===== config.mk =====
export PLATFORM = sky130hd
export DESIGN_NAME = pcm_i2s_rx
export DESIGN_NICKNAME = d
export VERILOG_FILES = /design/src/rtl/pcm_pkg.sv /design/src/rtl/pcm_rate_detect.sv /design/src/rtl/pcm_i2s_rx.sv
export SDC_FILE = /design/constraint.sdc
export NUM_CORES = 1
export LEC_CHECK = 0
export CORE_MARGIN = 2
export CORE_UTILIZATION = 56
export CTS_CLUSTER_SIZE = 16
export DETAILED_ROUTE_END_ITERATION = 7
export PLACE_DENSITY = 0.89
export SYNTH_ARGS = -nofsm -noshare
export SYNTH_HDL_FRONTEND = slang
export SYNTH_HIERARCHICAL = 1
export SYNTH_SLANG_ARGS = --single-unit

===== constraint.sdc =====
create_clock -name mclk -period 3 [get_ports mclk]
set_input_delay 0.45 -clock mclk [delete_from_list [all_inputs] [get_ports mclk]]
set_output_delay 0.45 -clock mclk [all_outputs]
set_load 0.1 [all_outputs]

===== src/rtl/pcm_pkg.sv =====
// Shared constants for the PCM I2S receiver: rate codes, nominal LRCK periods and widths.
package pcm_pkg;

    localparam int unsigned WORD_W  = 32;
    localparam int unsigned PER_W   = 11;
    localparam int unsigned BCNT_W  = 6;

    localparam logic [PER_W-1:0] PER_MAX = '1;

    typedef enum logic [1:0] {
        RATE_44K1  = 2'b00,
        RATE_88K2  = 2'b01,
        RATE_176K4 = 2'b10,
        RATE_352K8 = 2'b11
    } rate_e;

    localparam logic [PER_W-1:0] NOM_44K1  = PER_W'(1024);
    localparam logic [PER_W-1:0] NOM_88K2  = PER_W'(512);
    localparam logic [PER_W-1:0] NOM_176K4 = PER_W'(256);
    localparam logic [PER_W-1:0] NOM_352K8 = PER_W'(128);

    // Nominal LRCK period in mclk cycles for a rate code.
    function automatic logic [PER_W-1:0] nominal_period(input logic [1:0] code);
        case (code)
            2'b00:   nominal_period = NOM_44K1;
            2'b01:   nominal_period = NOM_88K2;
            2'b10:   nominal_period = NOM_176K4;
            default: nominal_period = NOM_352K8;
        endcase
    endfunction

endpackage


===== src/rtl/pcm_rate_detect.sv =====
// Measures the synchronized LRCK period, classifies it into a rate code and
// runs the lock FSM that qualifies ctrl/locked.
module pcm_rate_detect
    import pcm_pkg::*;
#(
    parameter int unsigned TOL      = 8,
    parameter int unsigned LOCK_CNT = 2
) (
    input  logic       i_mclk,
    input  logic       i_reset,
    input  logic       i_lrck_sync,
    output logic [1:0] o_ctrl,
    output logic       o_locked
);

    localparam int unsigned EXT_W   = PER_W + 1;
    localparam int unsigned MATCH_W = $clog2(LOCK_CNT + 1);

    typedef enum logic {
        ST_UNLOCK = 1'b0,
        ST_LOCK   = 1'b1
    } state_e;

    state_e               r_state, w_state_nxt;
    logic [MATCH_W-1:0]   r_match, w_match_nxt;
    rate_e                r_cls, w_cls_nxt;
    rate_e                r_ctrl, w_ctrl_nxt;
    logic [PER_W-1:0]     r_cnt;
    logic                 r_lrck_d;
    logic                 r_run;

    logic                 w_lr_rise;
    logic                 w_sat;
    logic                 w_meas;
    logic                 w_valid;
    rate_e                w_cls;

    function automatic logic in_window(input logic [PER_W-1:0] p, input logic [PER_W-1:0] nom);
        return ((EXT_W'(p) + EXT_W'(TOL)) >= EXT_W'(nom)) &&
               (EXT_W'(p) <= (EXT_W'(nom) + EXT_W'(TOL)));
    endfunction

    assign w_lr_rise = i_lrck_sync & ~r_lrck_d;
    assign w_sat     = (r_cnt == PER_MAX);
    // The first rise after reset only starts the measurement.
    assign w_meas    = w_lr_rise & r_run;

    always_comb begin
        w_valid = 1'b0;
        w_cls   = RATE_44K1;
        for (int i = 0; i < 4; i++) begin
            if (!w_valid && in_window(r_cnt, nominal_period(2'(i)))) begin
                w_valid = 1'b1;
                w_cls   = rate_e'(2'(i));
            end
        end
    end

    always_ff @(posedge i_mclk) begin
        if (i_reset) begin
            r_lrck_d <= 1'b0;
            r_cnt    <= '0;
            r_run    <= 1'b0;
        end else begin
            r_lrck_d <= i_lrck_sync;
            if (w_lr_rise) begin
                r_cnt <= PER_W'(1);
                r_run <= 1'b1;
            end else if (!w_sat) begin
                r_cnt <= r_cnt + PER_W'(1);
            end
        end
    end

    always_ff @(posedge i_mclk) begin
        if (i_reset) begin
            r_state <= ST_UNLOCK;
            r_match <= '0;
            r_cls   <= RATE_44K1;
            r_ctrl  <= RATE_44K1;
        end else begin
            r_state <= w_state_nxt;
            r_match <= w_match_nxt;
            r_cls   <= w_cls_nxt;
            r_ctrl  <= w_ctrl_nxt;
        end
    end

    always_comb begin
        w_state_nxt = r_state;
        w_match_nxt = r_match;
        w_cls_nxt   = r_cls;
        w_ctrl_nxt  = r_ctrl;
        case (r_state)
            ST_UNLOCK: begin
                if (w_meas) begin
                    if (!w_valid) begin
                        w_match_nxt = '0;
                    end else if ((r_match != '0) && (w_cls == r_cls)) begin
                        w_match_nxt = r_match + MATCH_W'(1);
                    end else begin
                        w_match_nxt = MATCH_W'(1);
                        w_cls_nxt   = w_cls;
                    end
                    if (w_valid && (w_match_nxt >= MATCH_W'(LOCK_CNT))) begin
                        w_state_nxt = ST_LOCK;
                        w_ctrl_nxt  = w_cls;
                    end
                end else if (w_sat) begin
                    w_match_nxt = '0;
                end
            end
            ST_LOCK: begin
                // ctrl is held on unlock; only the match count restarts.
                if (w_sat || (w_meas && (!w_valid || (w_cls != r_ctrl)))) begin
                    w_state_nxt = ST_UNLOCK;
                    w_match_nxt = '0;
                end
            end
            default: begin
                w_state_nxt = ST_UNLOCK;
                w_match_nxt = '0;
            end
        endcase
    end

    assign o_ctrl   = r_ctrl;
    assign o_locked = (r_state == ST_LOCK);

endmodule


===== src/rtl/pcm_i2s_rx.sv =====
// I2S receiver: synchronizes the serial pins into mclk, deserializes 32-bit
// left/right words and publishes stereo pairs once the rate detector is locked.
module pcm_i2s_rx
    import pcm_pkg::*;
#(
    parameter int unsigned TOL      = 8,
    parameter int unsigned LOCK_CNT = 2
) (
    input  logic              mclk,
    input  logic              reset,
    input  logic              bclk,
    input  logic              lrck,
    input  logic              sdata,
    output logic [WORD_W-1:0] xl,
    output logic [WORD_W-1:0] xr,
    output logic              start,
    output logic [1:0]        ctrl,
    output logic              locked,
    output logic              frame_err
);

    logic [1:0]        r_bclk_s, r_lrck_s, r_sdata_s;
    logic              r_bclk_d;
    logic              r_lr_prev;
    logic              r_have_lr;
    logic              r_framed;
    logic [BCNT_W-1:0] r_bcnt;
    logic [WORD_W-2:0] r_shift;
    logic [WORD_W-1:0] r_hold;
    logic              r_hold_v;
    logic [WORD_W-1:0] r_xl, r_xr;
    logic              r_start, r_frame_err;

    logic              w_bclk, w_lr, w_sd;
    logic              w_rise, w_edge, w_done, w_len_ok;
    logic              w_bad, w_left_done, w_right_done;
    logic [WORD_W-1:0] w_word;
    logic              w_locked;

    pcm_rate_detect #(
        .TOL      (TOL),
        .LOCK_CNT (LOCK_CNT)
    ) u_rate (
        .i_mclk      (mclk),
        .i_reset     (reset),
        .i_lrck_sync (w_lr),
        .o_ctrl      (ctrl),
        .o_locked    (w_locked)
    );

    assign w_bclk = r_bclk_s[1];
    assign w_lr   = r_lrck_s[1];
    assign w_sd   = r_sdata_s[1];
    assign w_rise = w_bclk & ~r_bclk_d;

    // An lrck change seen on a bclk rise closes the old channel with this bit as LSB.
    assign w_edge       = w_rise & r_have_lr & (w_lr != r_lr_prev);
    assign w_word       = {r_shift, w_sd};
    assign w_len_ok     = (r_bcnt == BCNT_W'(WORD_W - 1));
    assign w_done       = w_edge & r_framed;
    assign w_bad        = w_done & ~w_len_ok;
    assign w_left_done  = w_done & w_len_ok & ~r_lr_prev;
    assign w_right_done = w_done & w_len_ok & r_lr_prev;

    always_ff @(posedge mclk) begin
        if (reset) begin
            r_bclk_s    <= '0;
            r_lrck_s    <= '0;
            r_sdata_s   <= '0;
            r_bclk_d    <= 1'b0;
            r_lr_prev   <= 1'b0;
            r_have_lr   <= 1'b0;
            r_framed    <= 1'b0;
            r_bcnt      <= '0;
            r_shift     <= '0;
            r_hold      <= '0;
            r_hold_v    <= 1'b0;
            r_xl        <= '0;
            r_xr        <= '0;
            r_start     <= 1'b0;
            r_frame_err <= 1'b0;
        end else begin
            r_bclk_s    <= {r_bclk_s[0], bclk};
            r_lrck_s    <= {r_lrck_s[0], lrck};
            r_sdata_s   <= {r_sdata_s[0], sdata};
            r_bclk_d    <= w_bclk;
            r_start     <= 1'b0;
            r_frame_err <= 1'b0;

            if (w_rise) begin
                r_shift   <= w_word[WORD_W-2:0];
                r_lr_prev <= w_lr;
                r_have_lr <= 1'b1;
                if (w_edge) begin
                    r_bcnt   <= '0;
                    r_framed <= 1'b1;
                end else if (r_bcnt != '1) begin
                    r_bcnt <= r_bcnt + BCNT_W'(1);
                end
            end

            if (w_bad) begin
                r_frame_err <= 1'b1;
                r_hold_v    <= 1'b0;
            end

            if (w_left_done) begin
                r_hold   <= w_word;
                r_hold_v <= 1'b1;
            end

            // A pair is published only with a held left and an active lock.
            if (w_right_done) begin
                r_hold_v <= 1'b0;
                if (r_hold_v && w_locked) begin
                    r_xl    <= r_hold;
                    r_xr    <= w_word;
                    r_start <= 1'b1;
                end
            end
        end
    end

    assign xl        = r_xl;
    assign xr        = r_xr;
    assign start     = r_start;
    assign locked    = w_locked;
    assign frame_err = r_frame_err;

endmodule


==> results of run 1 <==
[flip-flops by register name, indices dropped and copies added (netlist names)]
signal           cells
r_lrck_s             2
r_bclk_s             2
u_rate/r_run         1
xl                  32
u_rate/r_lrck_d      1
u_rate/o_locked      1
r_bcnt               6
r_lr_prev            1
r_bclk_d             1
r_shift             31
u_rate/r_match       2
u_rate/r_cnt        11
start                1
r_hold_v             1
r_hold              32
r_sdata_s            2
r_framed             1
u_rate/r_cls         2
r_have_lr            1
u_rate/o_ctrl        2
frame_err            1
xr                  32
[final timing paths]
path | from | to | slack (ps) | depth (start not counted)
hold / removal | r_sdata_s[0]$_SDFF_PP0_ | r_sdata_s[1]$_SDFF_PP0_ | 440 | 1
hold reg to reg | r_sdata_s[0]$_SDFF_PP0_ | r_sdata_s[1]$_SDFF_PP0_ | 440 | 1
setup / recovery | u_rate/r_cnt[3]$_SDFFE_PP0P_ | u_rate/o_ctrl[1]$_SDFFE_PP0P_ | 500 | 7
setup reg to reg | u_rate/r_cnt[3]$_SDFFE_PP0P_ | u_rate/o_ctrl[1]$_SDFFE_PP0P_ | 500 | 7
[kinds of logic (layout without fill, tap and decap cells)]
| kind of cell | count (synthesis) | after routing | synth area share |
|---|---|---|---|
| adders and majority gates | 7 | 7 | 0.0127 |
| muxes | 36 | 36 | 0.0523 |
| xor gates and xnor gates | 11 | 11 | 0.0151 |
| DFF | 166 | 166 | 0.482 |
| buffers and inverters | 84 | 131 | 0.0514 |
| and+or+nand+nor | 283 | 283 | 0.225 |
| AOI/OAI and AO/OA | 206 | 206 | 0.162 |
[routing by layer]
metal | vias to the layer above | track usage | share of wire
met3 | 21 | 0.0459 | 0.068
met1 | 2734 | 0.344 | 0.46
met2 | 220 | 0.361 | 0.45
met4 | 0 | 0.0900 | 0.014
li1 | 2857 | - | -
met5 | - | 0 | 0
[layout make-up]
class / instances / area [sq um] / area share
sequential: 166 / 3320 / 0.412
multi-input combinational: 543 / 3230 / 0.401
timing repair buffer: 89 / 713 / 0.0885
clock buffer: 19 / 443 / 0.0550
tap: 147 / 184 / 0.0228
clock inverter: 13 / 121 / 0.0151
inverter: 10 / 37.5 / 0.00466
[worst max-delay path: cells and delay by family, from the launching register on]
family,cells,cell delay (ps)
AO/OA/AOI/OAI,2,640
XOR/XNOR,1,190
adder cells (fa/ha/maj),1,240
flip-flops,1,460
multiplexers,1,160
AND/OR/NAND/NOR,2,700
[layout by cell type, fill, tap and decap left out, types with 6 or more instances in the layout]
cell type,synthesis,routed
mux2i_1,36,36
nand4_1,67,67
inv_1,10,10
a21oi_1,107,107
ha_1,7,7
buf_4,1,83
o21ai_1,25,25
nor3_1,7,7
dfxtp_1,166,166
nand2b_1,72,72
xnor2_1,6,6
nor2b_1,11,10
o21ai_0,50,50
nand2_1,75,75
nor2_1,26,25
clkbuf_16,0,17
[power by group]
group          total, mW  switching (mW)  internal, mW  leakage, nW
logic             0.0994          0.0627        0.0367         1.17
registers           2.22         0.00841          2.21         1.34
clock network       2.08           0.900          1.18        0.280
[per-stage QoR]
stage	total power, mW	std cells	cell area (sq um)
after floorplan	2.34	793	6890
after detailed placement	2.37	955	7490
final	4.40	987	8060
after global routing	4.52	987	8060
after global placement	2.37	955	7490
after CTS	4.42	987	8060
==> flow_summary.json, run 1 <==
{
  "vias": 5832,
  "synth_cells": 793,
  "max_cap_violations": 0,
  "p_leak_nw": 2.78,
  "ir_worst_vdd_mv": 0.353,
  "ys_ff_latch": 166,
  "max_slew_margin": 0.468,
  "fin_crit_sh": 0.833,
  "cts_tree": "done",
  "fp.dieH_um": 115,
  "routedWlPerCell_um": 15.7,
  "cts_hold_buf": 0,
  "grt_use_total": 0.240,
  "drive_gt1_frac": 0.155,
  "clock-sinks": 166,
  "utilization": 0.671,
  "worst_pin_slew_ps": 799,
  "clock.fmax_mhz": 400,
  "netlist_area_sq_um": 6890,
  "cts_resized": 0,
  "grt_first_pass_wirelength_mm": 25.8,
  "ys_types": 48,
  "gp_congestion": 0.901,
  "grt_max_degree": 68,
  "synth_nets": 805,
  "cp_cell_sequence": "ha_1 > nand3_1 > o21a_1 > a221oi_2 > xnor2_1 > or4b_1 > mux2i_1",
  "whs_ps": 438,
  "final.min_clock_period_ps": 2500,
  "critPathLaunchType": "register",
  "placementRows": 40,
  "fin_skew_ps": 9.92,
  "routed_wl_mm": 15.5,
  "preCtsSetupSlack_ps": 541,
  "synth_edf_count": 0,
  "finalSetupViolations": 0,
  "yosys.area.top_type": "dfxtp_1",
  "critPathArrivalTime_ps": 2810,
  "cp_slowest_cell": "or4b_1",
  "endpoint_kind": "register",
  "cp_slowest_stage_delay_ps": 570,
  "first_pass_iters": 5,
  "grt_setup_unrepaired": "false",
  "setup_ws_ps": 501,
  "ys.flop_type": "dfxtp_1",
  "outcome": "finished clean",
  "cts_max_level": 4,
  "clk_pin_slew_ps": 70,
  "drc": 0,
  "avgViaCountPerCell": 5.91,
  "fp.coreArea_sq_um": 12000,
  "root_buffer": "clkbuf_16",
  "n_antenna_cell": 0,
  "ant_nets": 0,
  "syn_avg_cell_area_sq_um": 8.69,
  "drt_iter0_markers": 701,
  "yosysSeqAreaShare": 0.482,
  "synth_common_cells": "dfxtp_1, a21oi_1, nand2_1",
  "post_cts_buffers": 0,
  "fp.dieW_um": 115,
  "clock_path_buffers": 2,
  "dieArea_sq_um": 13200,
  "hp-class": "reg2reg",
  "port_buffers": 73,
  "hpwl_mm": 9.54,
  "syn_to_final_growth_pct": 16.9,
  "crit_type": "reg2reg",
  "slew_violations": 0,
  "synth_area_leaders": "dfxtp_1, a21oi_1, nand2b_1",
  "yosysTopAreaCellShare": 0.482,
  "synth.most_common_cell": "dfxtp_1",
  "fin_nets": 839,
  "hold_viol": 0,
  "io_pins": 74,
  "ys_warn_count": 6,
  "clk-insertion-delay-late_ps": 430,
  "required_ps": 3310,
  "fin_setup_tns_ps": 0,
  "powerDensity_nw_per_um2": 546,
  "grt_pass1_vias": 5272,
  "start_util": 0.574,
  "ys_async_sr_fraction": 0,
  "crit_fanout": 7,
  "cts_buffers": 17,
  "fillers": 961,
  "antenna_found_initial": 0,
  "grt_overflow": 0
}
(Power assumes the default switching activity.)
==> inputs of run 2 (changes only) <==
--- a/config.mk
+++ b/config.mk
@@ -6,10 +6,10 @@
 export NUM_CORES = 1
 export LEC_CHECK = 0
 export CORE_MARGIN = 2
-export CORE_UTILIZATION = 56
+export CORE_UTILIZATION = 51
 export CTS_CLUSTER_SIZE = 16
 export DETAILED_ROUTE_END_ITERATION = 7
-export PLACE_DENSITY = 0.89
+export PLACE_DENSITY = 0.86
 export SYNTH_ARGS = -nofsm -noshare
 export SYNTH_HDL_FRONTEND = slang
 export SYNTH_HIERARCHICAL = 1
==> constraint.sdc (replaced) <==
create_clock -name mclk -period 2.1 [get_ports mclk]
set_input_delay 0.315 -clock mclk [delete_from_list [all_inputs] [get_ports mclk]]
set_output_delay 0.315 -clock mclk [all_outputs]
set_load 0.1 [all_outputs]
==> run 2 against run 1 <==
  * The run now ends with setup timing left
  * Non-clock buffer count increased by 28
  * Clock power is 59% higher
  * Sequential power increased by 43%
  * Critical path type unchanged
  * Critical endpoint is now u_rate/o_ctrl[0]$_SDFFE_PP0P_
  * Highest routed layer unchanged
==> flow_summary.json, run 2 (synthesis results as in run 1) <==
{
  "cp_cell_sequence": "inv_2 > ha_2 > and3b_2 > o211ai_1 > a221oi_4 > xnor2_1 > or4b_4 > mux2i_1",
  "hold_viol": 0,
  "clock-sinks": 166,
  "fin_crit_sh": 1.04,
  "drt_iter0_markers": 605,
  "hpwl_mm": 9.92,
  "cts_tree": "done",
  "clock_path_buffers": 2,
  "required_ps": 2420,
  "fin_skew_ps": 7.41,
  "slew_violations": 0,
  "drive_gt1_frac": 0.194,
  "p_leak_nw": 2.98,
  "fp.dieH_um": 120,
  "outcome": "finished with violations",
  "ir_worst_vdd_mv": 0.571,
  "routed_wl_mm": 16.5,
  "root_buffer": "clkbuf_16",
  "clock.fmax_mhz": 458,
  "ant_nets": 0,
  "avgViaCountPerCell": 5.69,
  "dpl_cell_area_sq_um": 7770,
  "n_antenna_cell": 0,
  "multi_input_area_sq_um": 3290,
  "first_pass_iters": 5,
  "cp_slowest_stage_delay_ps": 530,
  "worstHoldPathCells": 2,
  "fin_setup_tns_ps": -350,
  "grt_setup_unrepaired": "true",
  "cts_hold_buf": 0,
  "powerDensity_nw_per_um2": 783,
  "utilization": 0.641,
  "cp_num_buf_inv": 1,
  "dieArea_sq_um": 14500,
  "mostFrequentLayoutCells": "dfxtp_1, a21oi_1, buf_4",
  "cp_slowest_cell": "or4b_4",
  "vias": 5944,
  "critPathLaunchType": "register",
  "fillers": 1086,
  "seqCellArea_sq_um": 3330,
  "io_pins": 74,
  "max_cap_violations": 0,
  "postLayoutCellArea_sq_um": 8490,
  "clk_pin_slew_ps": 60,
  "clk-insertion-delay-late_ps": 420,
  "critPathArrivalTime_ps": 2500,
  "final.min_clock_period_ps": 2180,
  "crit_type": "reg2reg",
  "grt_overflow": 0,
  "drc": 0,
  "worst_pin_slew_ps": 647,
  "crit_fanout": 4,
  "r2r_cells": 8,
  "grt_first_pass_wirelength_mm": 27.1,
  "violations": "setup timing",
  "grt_use_total": 0.231,
  "fp.dieW_um": 120,
  "max_slew_margin": 0.569,
  "gp_congestion": 0.833,
  "routedWlPerCell_um": 15.8,
  "port_buffers": 73,
  "cts_max_level": 4,
  "grt_pass1_vias": 5490,
  "syn_to_final_growth_pct": 23.1,
  "cp_num_cells": 8,
  "setup_ws_ps": -82.1,
  "placementRows": 42,
  "cp_top_family": "simple AND/OR/NAND/NOR gates",
  "endpoint_kind": "register",
  "cts_buffers": 17,
  "start_util": 0.521,
  "grt_max_degree": 68,
  "fin_nets": 867,
  "fp.coreArea_sq_um": 13200,
  "antenna_found_initial": 0,
  "finalSetupViolations": 5,
  "hp-class": "in2reg",
  "final_common_cell": "dfxtp_1"
}
==> run 2: cell types whose count changed in the layout (fill, tap and decap cells not counted), sizes merged <==
cell      delta
buf         +28
inv          -5
bufinv       +3
clkbuf       +2
clkinv       -2
clkinvlp     +2
==> run 2: power by group <==
group	leakage, nW	switching (mW)	internal (mW)
Combinational	1.34	0.0966	0.0679
Clock	0.299	1.25	2.06
Sequential	1.34	0.0113	3.16
Total	2.98	1.36	5.29
==> run 2: cell type report <==
cell class / count / area share
timing repair buffer: 117 / 0.115
sequential: 166 / 0.392
clock inverter: 11 / 0.0205
clock buffer: 21 / 0.0542
multi-input combinational: 543 / 0.388
inverter: 10 / 0.00442
tap: 176 / 0.0259
==> run 2: layer usage <==
metal	routed length (um)	global-route usage
met1	7680	0.316
met2	7680	0.357
met3	783	0.0552
met4	324	0.0887
met5	0	0
==> run 2: what timing repair did <==
item / CTS / global route
setup endpoints to repair: 5 / 7
pin swaps: 6 / 4
setup buffers: 3 / 1
resized for setup: 6 / 5
==> run 2: worst paths after layout <==
path                                     start                       endpoint  slack, ps
setup / recovery  u_rate/r_cnt[0]$_SDFFE_PP0P_  u_rate/o_ctrl[0]$_SDFFE_PP0P_        -80
hold / removal                           reset          r_framed$_SDFFE_PP0P_        310
setup reg to reg  u_rate/r_cnt[0]$_SDFFE_PP0P_  u_rate/o_ctrl[0]$_SDFFE_PP0P_        -80
hold reg to reg        r_sdata_s[0]$_SDFF_PP0_        r_sdata_s[1]$_SDFF_PP0_        440
==> run 2: worst register-to-register path, stage by stage (launching register included) <==
cell and delay, ps:
dfxtp_2 330, inv_2 60, ha_2 150, and3b_2 210
o211ai_1 140, a221oi_4 350, xnor2_1 170, or4b_4 530
mux2i_1 140
==> run 2: through the flow <==
stage / power [mW] / setup WS [ps] / hold WS (ps) / std cells
floorplan: 3.35 / -57.9 / 414 / 793
global placement: 3.40 / -81.5 / 423 / 1008
detailed placement: 3.40 / -95.3 / 424 / 1008
CTS: 6.67 / -102 / 297 / 1043
global route: 6.81 / -195 / 341 / 1044
finish: 6.65 / -82.1 / 305 / 1044
